===== config.mk =====
export PLATFORM = sky130hd
export DESIGN_NAME = mem_lsu_flat
export DESIGN_NICKNAME = d
export VERILOG_FILES = /design/src/rtl/mem_lsu_if.sv /design/src/rtl/mem_lsu.sv /design/src/flat_wrapper.sv
export SDC_FILE = /design/constraint.sdc
export NUM_CORES = 1
export LEC_CHECK = 0
export ABC_CLOCK_PERIOD_IN_PS = 2100
export CAP_MARGIN = 20
export CORE_ASPECT_RATIO = 1.2
export CORE_MARGIN = 2
export CORE_UTILIZATION = 45
export DETAILED_ROUTE_END_ITERATION = 8
export GPL_TIMING_DRIVEN = 0
export PLACE_DENSITY = 0.81
export RECOVER_POWER = 50
export SYNTH_ARGS = -nofsm -noshare
export SYNTH_HDL_FRONTEND = slang
export SYNTH_SLANG_ARGS = --single-unit

===== constraint.sdc =====
create_clock -name clk -period 2.1 [get_ports clk]
set_clock_uncertainty 0.05 [all_clocks]
set_input_delay 0.42 -clock clk [delete_from_list [all_inputs] [get_ports clk]]
set_output_delay 0.42 -clock clk [all_outputs]
set_load 0.005 [all_outputs]

===== src/rtl/mem_lsu_if.sv =====
// ---------------------------------------------------------------------------
// mem_lsu_if : data-memory bus between the load/store unit and data memory.
//
// Protocol: req/gnt handshake for the address phase, then a separate
// rvalid/rdata response phase for reads.
//
// Signals
//   dmem_req    : bus request (LSU -> memory)
//   dmem_we     : 1 = write, 0 = read (LSU -> memory)
//   dmem_addr   : word-aligned byte address, bits [1:0] = 0 (LSU -> memory)
//   dmem_wstrb  : byte enables (LSU -> memory)
//   dmem_wdata  : lane-replicated store data (LSU -> memory)
//   dmem_gnt    : request accepted this cycle (memory -> LSU)
//   dmem_rvalid : read data valid (memory -> LSU)
//   dmem_rdata  : read data (memory -> LSU)
//
// Modports
//   master : the load/store unit side
//   slave  : the data-memory side
// ---------------------------------------------------------------------------
interface mem_lsu_if #(
  parameter int ADDR_W = 32
);
  logic              dmem_req;
  logic              dmem_we;
  logic [ADDR_W-1:0] dmem_addr;
  logic [3:0]        dmem_wstrb;
  logic [31:0]       dmem_wdata;
  logic              dmem_gnt;
  logic              dmem_rvalid;
  logic [31:0]       dmem_rdata;

  modport master (
    output dmem_req,
    output dmem_we,
    output dmem_addr,
    output dmem_wstrb,
    output dmem_wdata,
    input  dmem_gnt,
    input  dmem_rvalid,
    input  dmem_rdata
  );

  modport slave (
    input  dmem_req,
    input  dmem_we,
    input  dmem_addr,
    input  dmem_wstrb,
    input  dmem_wdata,
    output dmem_gnt,
    output dmem_rvalid,
    output dmem_rdata
  );
endinterface


===== src/rtl/mem_lsu.sv =====
// ---------------------------------------------------------------------------
// mem_lsu : load/store unit for the MEM stage of the RV32I pipeline.
//
// Takes one memory operation from EX/MEM, runs it on the data-memory bus
// (req/gnt, then rvalid for loads), and stalls the pipeline while the
// transaction is outstanding. Load results are lane-aligned and sign- or
// zero-extended into mem_load_data.
//
// Ports
//   clk, rst_n      : clock (rising edge), asynchronous active-low reset
//   mem_valid       : EX/MEM holds a valid instruction
//   mem_is_load     : instruction is a load
//   mem_is_store    : instruction is a store
//   mem_funct3      : RV32I size/sign field
//   mem_addr        : effective byte address
//   mem_store_data  : rs2 value
//   lsu_stall       : freeze PC/IF/ID/EX/MEM, bubble into MEM/WB
//   mem_load_data   : formatted load result (held until the next load)
//   mem_load_done   : one-cycle pulse when a load result is valid
//   mem_fault       : misaligned access or illegal funct3 (combinational)
//   dmem            : data-memory bus, master side
// ---------------------------------------------------------------------------
module mem_lsu #(
  parameter int ADDR_W = 32
) (
  input  logic              clk,
  input  logic              rst_n,
  input  logic              mem_valid,
  input  logic              mem_is_load,
  input  logic              mem_is_store,
  input  logic [2:0]        mem_funct3,
  input  logic [ADDR_W-1:0] mem_addr,
  input  logic [31:0]       mem_store_data,
  output logic              lsu_stall,
  output logic [31:0]       mem_load_data,
  output logic              mem_load_done,
  output logic              mem_fault,
  mem_lsu_if.master         dmem
);

  typedef enum logic [1:0] {
    S_IDLE   = 2'd0,
    S_REQ    = 2'd1,
    S_WAIT_R = 2'd2,
    S_DONE   = 2'd3
  } state_e;

  state_e            state_q,     state_d;
  logic              we_q,        we_d;
  logic [2:0]        funct3_q,    funct3_d;
  logic [1:0]        lane_q,      lane_d;
  logic [ADDR_W-1:0] addr_q,      addr_d;
  logic [3:0]        wstrb_q,     wstrb_d;
  logic [31:0]       wdata_q,     wdata_d;
  logic [31:0]       load_data_q, load_data_d;

  logic mem_op_s;
  logic legal_s;

  // Size/alignment legality: loads allow 000/001/010/100/101, stores 000/001/010.
  function automatic logic access_legal(input logic is_load, input logic [2:0] f3,
                                        input logic [1:0] lane);
    logic ok;
    case (f3)
      3'b000:  ok = 1'b1;
      3'b001:  ok = ~lane[0];
      3'b010:  ok = (lane == 2'b00);
      3'b100:  ok = is_load;
      3'b101:  ok = is_load & ~lane[0];
      default: ok = 1'b0;
    endcase
    return ok;
  endfunction

  // Pick the addressed byte/half out of the read word and extend it.
  function automatic logic [31:0] format_load(input logic [2:0] f3, input logic [1:0] lane,
                                              input logic [31:0] rdata);
    logic [31:0] byte_sh;
    logic [31:0] half_sh;
    logic [31:0] res;
    byte_sh = rdata >> {lane, 3'b000};
    half_sh = rdata >> {lane[1], 4'b0000};
    case (f3)
      3'b000:  res = {{24{byte_sh[7]}}, byte_sh[7:0]};
      3'b100:  res = {24'h00_0000, byte_sh[7:0]};
      3'b001:  res = {{16{half_sh[15]}}, half_sh[15:0]};
      3'b101:  res = {16'h0000, half_sh[15:0]};
      default: res = rdata;
    endcase
    return res;
  endfunction

  // Byte enables from access size; halfword lane is addr[1] only.
  function automatic logic [3:0] store_strb(input logic [1:0] size, input logic [1:0] lane);
    logic [3:0] strb;
    case (size)
      2'b00:   strb = 4'b0001 << lane;
      2'b01:   strb = 4'b0011 << {lane[1], 1'b0};
      default: strb = 4'b1111;
    endcase
    return strb;
  endfunction

  // Replicate the store operand across all lanes so memory can use wstrb alone.
  function automatic logic [31:0] store_data(input logic [1:0] size, input logic [31:0] d);
    logic [31:0] w;
    case (size)
      2'b00:   w = {4{d[7:0]}};
      2'b01:   w = {2{d[15:0]}};
      default: w = d;
    endcase
    return w;
  endfunction

  assign mem_op_s = mem_valid & (mem_is_load | mem_is_store);
  assign legal_s  = access_legal(mem_is_load, mem_funct3, mem_addr[1:0]);

  // Next-state, capture and stall/fault decode.
  always_comb begin
    state_d     = state_q;
    we_d        = we_q;
    funct3_d    = funct3_q;
    lane_d      = lane_q;
    addr_d      = addr_q;
    wstrb_d     = wstrb_q;
    wdata_d     = wdata_q;
    load_data_d = load_data_q;
    lsu_stall   = 1'b0;
    mem_fault   = 1'b0;
    case (state_q)
      S_IDLE: begin
        if (mem_op_s) begin
          if (legal_s) begin
            // Load takes priority if both op flags are set.
            we_d      = ~mem_is_load;
            funct3_d  = mem_funct3;
            lane_d    = mem_addr[1:0];
            addr_d    = {mem_addr[ADDR_W-1:2], 2'b00};
            wstrb_d   = store_strb(mem_funct3[1:0], mem_addr[1:0]);
            wdata_d   = mem_is_load ? 32'h0000_0000
                                    : store_data(mem_funct3[1:0], mem_store_data);
            lsu_stall = 1'b1;
            state_d   = S_REQ;
          end else begin
            mem_fault = 1'b1;
          end
        end else begin
          state_d = S_IDLE;
        end
      end
      S_REQ: begin
        lsu_stall = 1'b1;
        if (dmem.dmem_gnt) begin
          state_d = we_q ? S_DONE : S_WAIT_R;
        end else begin
          state_d = S_REQ;
        end
      end
      S_WAIT_R: begin
        lsu_stall = 1'b1;
        if (dmem.dmem_rvalid) begin
          load_data_d = format_load(funct3_q, lane_q, dmem.dmem_rdata);
          state_d     = S_DONE;
        end else begin
          state_d = S_WAIT_R;
        end
      end
      S_DONE: begin
        // The completed instruction is still on the inputs; never re-accept it here.
        state_d = S_IDLE;
      end
      default: begin
        state_d = S_IDLE;
      end
    endcase
  end

  // State and captured-transaction registers.
  always_ff @(posedge clk or negedge rst_n) begin
    if (!rst_n) begin
      state_q     <= S_IDLE;
      we_q        <= 1'b0;
      funct3_q    <= 3'b000;
      lane_q      <= 2'b00;
      addr_q      <= '0;
      wstrb_q     <= 4'b0000;
      wdata_q     <= 32'h0000_0000;
      load_data_q <= 32'h0000_0000;
    end else begin
      state_q     <= state_d;
      we_q        <= we_d;
      funct3_q    <= funct3_d;
      lane_q      <= lane_d;
      addr_q      <= addr_d;
      wstrb_q     <= wstrb_d;
      wdata_q     <= wdata_d;
      load_data_q <= load_data_d;
    end
  end

  // Bus outputs come straight from registers, so they are stable through REQ
  // and drop asynchronously with rst_n.
  assign dmem.dmem_req   = (state_q == S_REQ);
  assign dmem.dmem_we    = we_q;
  assign dmem.dmem_addr  = addr_q;
  assign dmem.dmem_wstrb = wstrb_q;
  assign dmem.dmem_wdata = wdata_q;
  assign mem_load_data   = load_data_q;
  assign mem_load_done   = (state_q == S_DONE) & ~we_q;

endmodule


===== src/flat_wrapper.sv =====
// flat-port wrapper written by rule: the top's interface ports become plain ports
module mem_lsu_flat 
#(
  parameter int ADDR_W = 32
)
  (clk, rst_n, mem_valid, mem_is_load, mem_is_store, mem_funct3, mem_addr, mem_store_data, lsu_stall, mem_load_data, mem_load_done, mem_fault, dmem_dmem_req, dmem_dmem_we, dmem_dmem_addr, dmem_dmem_wstrb, dmem_dmem_wdata, dmem_dmem_gnt, dmem_dmem_rvalid, dmem_dmem_rdata);
  mem_lsu_if #(.ADDR_W(ADDR_W)) dmem_i ();
  input  logic clk;
  input  logic rst_n;
  input  logic mem_valid;
  input  logic mem_is_load;
  input  logic mem_is_store;
  input  logic [2:0] mem_funct3;
  input  logic [ADDR_W-1:0] mem_addr;
  input  logic [31:0] mem_store_data;
  output logic lsu_stall;
  output logic [31:0] mem_load_data;
  output logic mem_load_done;
  output logic mem_fault;
  output wire logic [$bits(dmem_i.dmem_req)-1:0] dmem_dmem_req;
  output wire logic [$bits(dmem_i.dmem_we)-1:0] dmem_dmem_we;
  output wire logic [$bits(dmem_i.dmem_addr)-1:0] dmem_dmem_addr;
  output wire logic [$bits(dmem_i.dmem_wstrb)-1:0] dmem_dmem_wstrb;
  output wire logic [$bits(dmem_i.dmem_wdata)-1:0] dmem_dmem_wdata;
  input wire logic [$bits(dmem_i.dmem_gnt)-1:0] dmem_dmem_gnt;
  input wire logic [$bits(dmem_i.dmem_rvalid)-1:0] dmem_dmem_rvalid;
  input wire logic [$bits(dmem_i.dmem_rdata)-1:0] dmem_dmem_rdata;
  assign dmem_dmem_req = dmem_i.dmem_req;
  assign dmem_dmem_we = dmem_i.dmem_we;
  assign dmem_dmem_addr = dmem_i.dmem_addr;
  assign dmem_dmem_wstrb = dmem_i.dmem_wstrb;
  assign dmem_dmem_wdata = dmem_i.dmem_wdata;
  assign dmem_i.dmem_gnt = dmem_dmem_gnt;
  assign dmem_i.dmem_rvalid = dmem_dmem_rvalid;
  assign dmem_i.dmem_rdata = dmem_dmem_rdata;
  mem_lsu #(.ADDR_W(ADDR_W)) u_core (.clk(clk), .rst_n(rst_n), .mem_valid(mem_valid), .mem_is_load(mem_is_load), .mem_is_store(mem_is_store), .mem_funct3(mem_funct3), .mem_addr(mem_addr), .mem_store_data(mem_store_data), .lsu_stall(lsu_stall), .mem_load_data(mem_load_data), .mem_load_done(mem_load_done), .mem_fault(mem_fault), .dmem(dmem_i));
endmodule

==> summary.txt <==
Timing
  • Final Hold Slack: between 0.3 and 0.4 ns
  • Minimum clock period: 2.08 ns
  • Worst-Margin Slew: between 1 and 1.5 ns
  • Slew Limit Fails: 0
  • Maximum clock frequency: 480 MHz
  • Final hold vios: 0
  • RSZ-0062 raised after global routing: true
  • Period utilization: 99.2%
  • Slew HR: about 6.2%
  • Final-report setup violation count: 0
  • Setup_tns: 0 ns

Critical path
  • Max stage delay on crit path: 0.44 ns
  • CP Cell Sequence: clkdlybuf4s50_1, o211ai_1, buf_4, nor2b_4, o21ba_2, buf_2
  • Critical Path Start Type: input pin
  • CP max FO: 2
  • CP Buf/Inv Count: 3
  • Endpoint class of the critical path: output port
  • Kind of critical path: in2out
  • Crit path max-delay cell type: clkdlybuf4s50_1
  • Worst EP arrival: ~1.6 ns
  • CP required: 1.63 ns
  • Crit-path leading delay family: buffers and inverters

Global route
  • Initial antenna violation count: 2
  • First-pass GRT wire length: approximately 28000 um
  • GRT Total Usage: 26.8%
  • Number of global-route vias before repair: 5201
  • GR Overflow Total: 0
  • Pin count of the biggest net entering global routing: 55

Clocking
  • Hold Buf Count CTS: 0
  • CTS Root Cell: clkbuf_16
  • H-tree Lvls: 3
  • Worst-path clk slew: roughly 0.070 ns
  • Worst skew pair latency: 0.34 ns
  • CTS Sinks: 106
  • Total CTS buffers: 9
  • CTS tree: done
  • CTS Buffer Depth: 2

Synthesis
  • Seq/Total Area, Yosys: 47.4%
  • Number of synthesis warnings: 0
  • Post-synth cell types: 40
  • Seq cells post-synth: 106
  • Mapped Cells: just under 500
  • Mapped cell area: roughly 5600 um2
  • Avg Cell Area, Syn: 11.4 um2

Drt
  • Detail Route Antenna Nets: 0
  • Drc violations: 0
  • DR vias/cell: 5.46
  • Routed vias: 4847
  • Routed WL: about 18000 um
  • Routed len/inst: 20.1 um
  • Iteration-0 DRC Markers: 257
  • Pre-Repair DR Iteration Count: 5

Floorplanning
  • Ports: 211
  • Row count: 44
  • Starting Density: between 40% and 50%
  • Core ar.: approximately 12000 um2
  • Die Wd: 106 um
  • Die Y-Extent: 126 um
  • Die Outline Area: about 13000 um2

Placed design
  • Post-DP HPWL: 13400 um
  • Gpl congestion: ~0.9
  • Port buffer count: 207
  • Placement Cell Area: about 7900 um2

Final layout
  • Fin util: 68.3%
  • Area grow syn2layout: 47.8%
  • Share of cells above drive strength 1: 18.4%
  • NumNets Final: 829
  • Fillers: 923
  • Post-route cell area: between 8000 and 9000 um2

Power
  • Pint: 7.22 mW
  • Power share of the combinational group: 50.4%
  • P_leak: 3.59 nW
  • Clock power frac: approximately 15%
  • Peak VDD IR: about 650 uV
  • Sequential power share: 34.4%
  • NetSw: 3.50 mW
  • Power per Cell Area: 1300 nW/um2
  • Net Sw Frac: 32.7%

Worst hold path
  • Worst min path class: in2async

Job
  • Max_cap viols: 0

Run status
  • Outcome: complete, no violations
-- worst paths after layout --
check,from,end,slack (ns),cells after the start
max,mem_is_store,lsu_stall,0.02,6
min,rst_n,u_core.mem_load_data[10]$_DFFE_PN0P_,0.34,1
max reg2reg,flip-flop,u_core.dmem.dmem_wdata[4]$_DFFE_PN0P_,0.10,8
min reg2reg,u_core.mem_load_data[2]$_DFFE_PN0P_,u_core.mem_load_data[2]$_DFFE_PN0P_,0.44,2
max in group asynchronous,rst_n,u_core.dmem.dmem_wdata[3]$_DFFE_PN0P_,0.75,2
min in group clk,mem_is_load,u_core.dmem.dmem_wdata[0]$_DFFE_PN0P_,0.42,3
-- cells in the final DEF, fill, tap and decap left out, types with 6 or more instances in the layout --
| master | n |
|---|---|
| a221oi_1 | 14 |
| mux2_4 | 66 |
| a21oi_1 | 44 |
| buf_4 | 11 |
| nor2b_1 | 13 |
| a211oi_1 | 9 |
| inv_1 | 11 |
| clkbuf_1 | 20 |
| clkbuf_16 | 9 |
| mux2_2 | 6 |
| mux2i_1 | 23 |
| buf_12 | 7 |
| nand3_1 | 7 |
| nand2_1 | 45 |
| dfrtp_1 | 106 |
| o21ai_0 | 21 |
| nor2_1 | 37 |
| clkdlybuf4s50_1 | 195 |
-- area by class of cell --
| type | instances | area (um2) | share of cell area (%) |
|---|---|---|---|
| inverter | 14 | 52.6 | 0.635 |
| sequential | 106 | 2650 | 32.1 |
| antenna | 2 | 5.00 | 0.0605 |
| buffer | 36 | 264 | 3.19 |
| tap | 161 | 201 | 2.43 |
| timing repair buffer | 219 | 2180 | 26.3 |
| clock buffer | 10 | 229 | 2.77 |
| clock inverter | 6 | 50.0 | 0.605 |
| multi-input combinational | 333 | 2640 | 31.9 |
-- cells by family (layout without fill, tap and decap cells) --
logic type / Yosys count / after routing / synth area share, %
AOI/OAI and AO/OA: 111 / 111 / 12.5
muxes: 96 / 96 / 23.4
buffers and inverters: 52 / 285 / 6.19
and+or+nand+nor: 120 / 120 / 9.52
adders and majority gates: 4 / 4 / 0.894
other: 1 / 4 / 0.0670
DFF: 106 / 106 / 47.4
-- synth_stat cells (all sizes together) --
| library cell | number | area, um2 |
|---|---|---|
| nor3 | 5 | 25.0 |
| mux4 | 1 | 22.5 |
| nor2 | 40 | 150 |
| and2 | 1 | 6.26 |
| nand3 | 7 | 35.0 |
| o21ba | 1 | 10.0 |
| o211ai | 2 | 15.0 |
| a31oi | 5 | 31.3 |
| a222oi | 1 | 10.0 |
| inv | 14 | 52.6 |
| a22o | 2 | 17.5 |
| ha | 4 | 50.1 |
| a211oi | 10 | 80.1 |
| a221oi | 14 | 123 |
| o32ai | 3 | 26.3 |
| a21oi | 44 | 220 |
| conb | 1 | 3.75 |
| nand2 | 45 | 169 |
| buf | 15 | 208 |
| and3 | 2 | 12.5 |
| clkbuf | 23 | 86.3 |
| mux2i | 23 | 230 |
| nor2b | 14 | 95.1 |
| nand2b | 4 | 25.0 |
| o21ai | 21 | 105 |
| o21bai | 3 | 22.5 |
| o22ai | 1 | 6.26 |
| mux2 | 72 | 1060 |
| nor3b | 2 | 15.0 |
| a32o | 1 | 11.3 |
| o31ai | 3 | 22.5 |
| dfrtp | 106 | 2650 |
-- sequential cells by signal, summed over array words and instances, names as in the netlist, named ones only --
name and flops:
u_core.dmem.dmem_addr 30, u_core.dmem.dmem_wdata 32, u_core.dmem.dmem_we 1, u_core.dmem.dmem_wstrb 4
u_core.funct3_q 3, u_core.lane_q 2, u_core.mem_load_data 32, u_core.state_q 1
-- metrics by stage --
step                      instances  setup WS [ns]  power, mW
final                           887         0.0167       10.7
after global routing            887        -0.0521       11.3
after floorplan                 491         0.0696       6.06
after global placement          859          -3.40       8.79
after CTS                       884         -0.111       10.7
after detailed placement        860         -0.880       8.96
-- repair_timing --
| action | in CTS | in global routing |
|---|---|---|
| pin swaps | 3 | 2 |
| endpoints found under the setup margin | 19 | 89 |
| hold endpoints to repair | 0 | 0 |
| gates resized for setup | 20 | 17 |
| setup buffers | 10 | 2 |
-- worst reg2reg max path, delay by kind of cell (launching register included) --
kind | cells | cell delay, ns
AO/OA/AOI/OAI | 1 | 0.11
adder cells (fa/ha/maj) | 1 | 0.14
buffers and inverters | 4 | 0.76
flip-flops | 1 | 0.40
multiplexers | 1 | 0.31
AND/OR/NAND/NOR | 1 | 0.13
-- metal layers --
layer  part of all wire, %  GRT usage, %  up-vias
li1                      -             -     2191
met4                   3.8          11.2        0
met3                   8.6          7.30       48
met1                    37          31.2     2363
met5                     0             0        -
met2                    51          46.6      245
-- power by group through the flow --
stage / registers (mW) / clock network [mW] / logic [mW]
CTS: 3.69 / 1.66 / 5.39
global route: 3.81 / 1.75 / 5.77
finish: 3.69 / 1.63 / 5.40
global placement: 3.65 / 0 / 5.14
floorplan: 3.67 / 0 / 2.38
detailed placement: 3.69 / 0 / 5.27
(Power assumes the default switching activity.)
==> patch, RTL diff (config.mk and constraints unchanged) <==
Reset style: synchronous (`rst_n`), changed in one clocked block. Comments in the files are not updated.
--- a/src/rtl/mem_lsu.sv
+++ b/src/rtl/mem_lsu.sv
@@ -176,7 +176,7 @@
   end
 
   // State and captured-transaction registers.
-  always_ff @(posedge clk or negedge rst_n) begin
+  always_ff @(posedge clk) begin
     if (!rst_n) begin
       state_q     <= S_IDLE;
       we_q        <= 1'b0;
Function: differs if rst_n is asserted again (counterexample within 4 cycles, from zero or initial values and one cycle with rst_n low); with rst_n held inactive, the same outputs for 4 cycles.
==> patch against the original RTL <==
The run now ends with negative setup slack left; synthesized area decreased by 9.0%; final cell count grew 10%; global-route usage grew 2.2 points; cell area fell by 6.0%; highest routed layer unchanged; register-to-register slack gained 30 ps; wire length grew 1.8%; sequential cell count unchanged; worst setup slack worse by 80 ps; via count rose by 16%; first-iteration DRC count down 9.3%; largest cell class is now multi-input gates; sequential share of layout area is 4.7 points lower.
Power is not compared: it rests on default switching activity, and its combinational part moved more than twofold at a synthesized area within 25%.
==> patch: results (changes against the original RTL) <==
routing:
  drt-initial-drc-count: 233  # -9.3%
  vias: 5634  # +16%
  first_pass_iters: 7  # +2
  wl_per_cell_microns: 18.6  # -7.4%
  routed_via_density: 5.77  # +5.6%
outcome:
  outcome: "complete, but fails checks"
  violations: "negative setup slack"
global_routing:
  grt_pass1_vias: 5518  # +6.1%
  antenna_found_initial: 0  # -2
  grt_pass1_wl_mm: 28.0  # +0.32%
  grt_usage_pct: 29.1  # +2.2 points
  grt_start_max_net_pins: 17  # -69%
timing:
  setup_viol: 2  # +2
  timing.slew.headroom_pct: 56.6  # +50 points
  tns_ps: -79.4  # -79.4 ps
  setup_slack_ps: -63.3  # -80.1 ps
placed_design:
  post-place-ws_ps: -1130  # -248 ps
  hpwl_mm: 13.6  # +2.0%
  portBuffers: 206  # -0.48%
  dpl_cell_area_sq_um: 7320  # -7.3%
finish:
  diodes: 0  # -2
  drive_above_1_share_pct: 11.5  # -6.9 points
  nets: 950  # +15%
hold_path:
  hp-class: "input pin to register"
critical_path:
  r2r_slack_ps: 130  # +30 ps
  r2r-end: "u_core.mem_load_data[28]$_SDFFE_PN0P_"
  cp_max_fo: 3  # +1
  crit_family: "simple AND/OR/NAND/NOR gates"
  slowest_delay_ps: 550  # +110 ps
  crit_start: "mem_funct3[0]"
  r2r_cells: 6  # -2
  critPathSlowestCell: "or4_4"
synthesis:
  synth_cells: 610  # +24%
  synth_edf_count: 0  # unchanged
  ys_async_sr_fraction_pct: 0  # -100 points
  yosysUniqueCellTypes: 50  # +25%
  seq_area_frac_synth_pct: 41.7  # -5.7 points
## patch: cell count changes after synthesis, sizes merged, moves of 16 or more
cell | before | now
nor2 | 40 | 6
mux2 | 72 | 27
clkbuf | 23 | 39
nand4 | 0 | 17
nand3 | 7 | 38
dfxtp | 0 | 106
o21ai | 21 | 91
dfrtp | 106 | 0
a21oi | 44 | 96
nand2 | 45 | 62
## patch: cells by family (layout without fill, tap and decap cells)
logic type	Yosys count	in the layout	share of synthesized area (%)
muxes	47	47	9.90
AOI/OAI and AO/OA	222	222	24.0
adders and majority gates	5	5	1.23
DFF	106	106	41.7
other	1	2	0.0736
buffers and inverters	69	302	6.73
and+or+nand+nor	160	160	16.4
## patch: worst register-to-register path, delay by kind of cell (launching register included)
family / cells / cell delay [ps]
compound gates: 3 / 720
buf+inv: 2 / 440
mux: 1 / 350
flops: 1 / 300
## patch: area by class of cell
type / instances / area [sq um]
Fill cell: 892 / 3260
Tap cell: 132 / 165
Sequential cell: 106 / 2130
Inverter: 7 / 26.3
Buffer: 61 / 354
Multi-Input combinational cell: 436 / 2670
Clock buffer: 11 / 253
Clock inverter: 5 / 52.6
Timing Repair Buffer: 218 / 2130
## patch: metal layers
layer  GRT usage (%)  part of all wire, %
met3            6.59                  7.5
met1            33.8                   38
met2            50.2                   51
met5               0                    0
met4            13.3                  3.7
## patch: power by group through the flow
stage	Clock [W]	Combinational [W]	Sequential, W
after floorplan	0	0.000408	0.00214
after global placement	0	0.000861	0.00214
after detailed placement	0	0.000876	0.00215
after CTS	0.00174	0.000918	0.00210
after global routing	0.00183	0.000991	0.00210
final	0.00172	0.000926	0.00210
## patch: what timing repair did
item	CTS	global route
endpoints found under the setup margin	7	6
pin swaps	6	3
setup buffers	8	4
gates resized for setup	46	5
hold buffers	0	0
## patch: worst min path at each step
| stage | from | to | slack, ps | cells after the start |
|---|---|---|---|---|
| 2_1_floorplan | u_core.dmem.dmem_wdata[13]$_SDFFE_PN0P_ | u_core.dmem.dmem_wdata[13]$_SDFFE_PN0P_ | 390 | 2 |
| 6_report | mem_funct3[2] | u_core.funct3_q[2]$_SDFFE_PN0P_ | 300 | 3 |
| 3_3_place_gp | u_core.dmem.dmem_wdata[23]$_SDFFE_PN0P_ | u_core.dmem.dmem_wdata[23]$_SDFFE_PN0P_ | 390 | 2 |
| 3_5_place_dp | u_core.dmem.dmem_wdata[20]$_SDFFE_PN0P_ | u_core.dmem.dmem_wdata[20]$_SDFFE_PN0P_ | 400 | 2 |
| 5_1_grt | mem_funct3[2] | u_core.funct3_q[2]$_SDFFE_PN0P_ | 330 | 3 |
| 4_1_cts | mem_funct3[2] | u_core.funct3_q[2]$_SDFFE_PN0P_ | 300 | 3 |
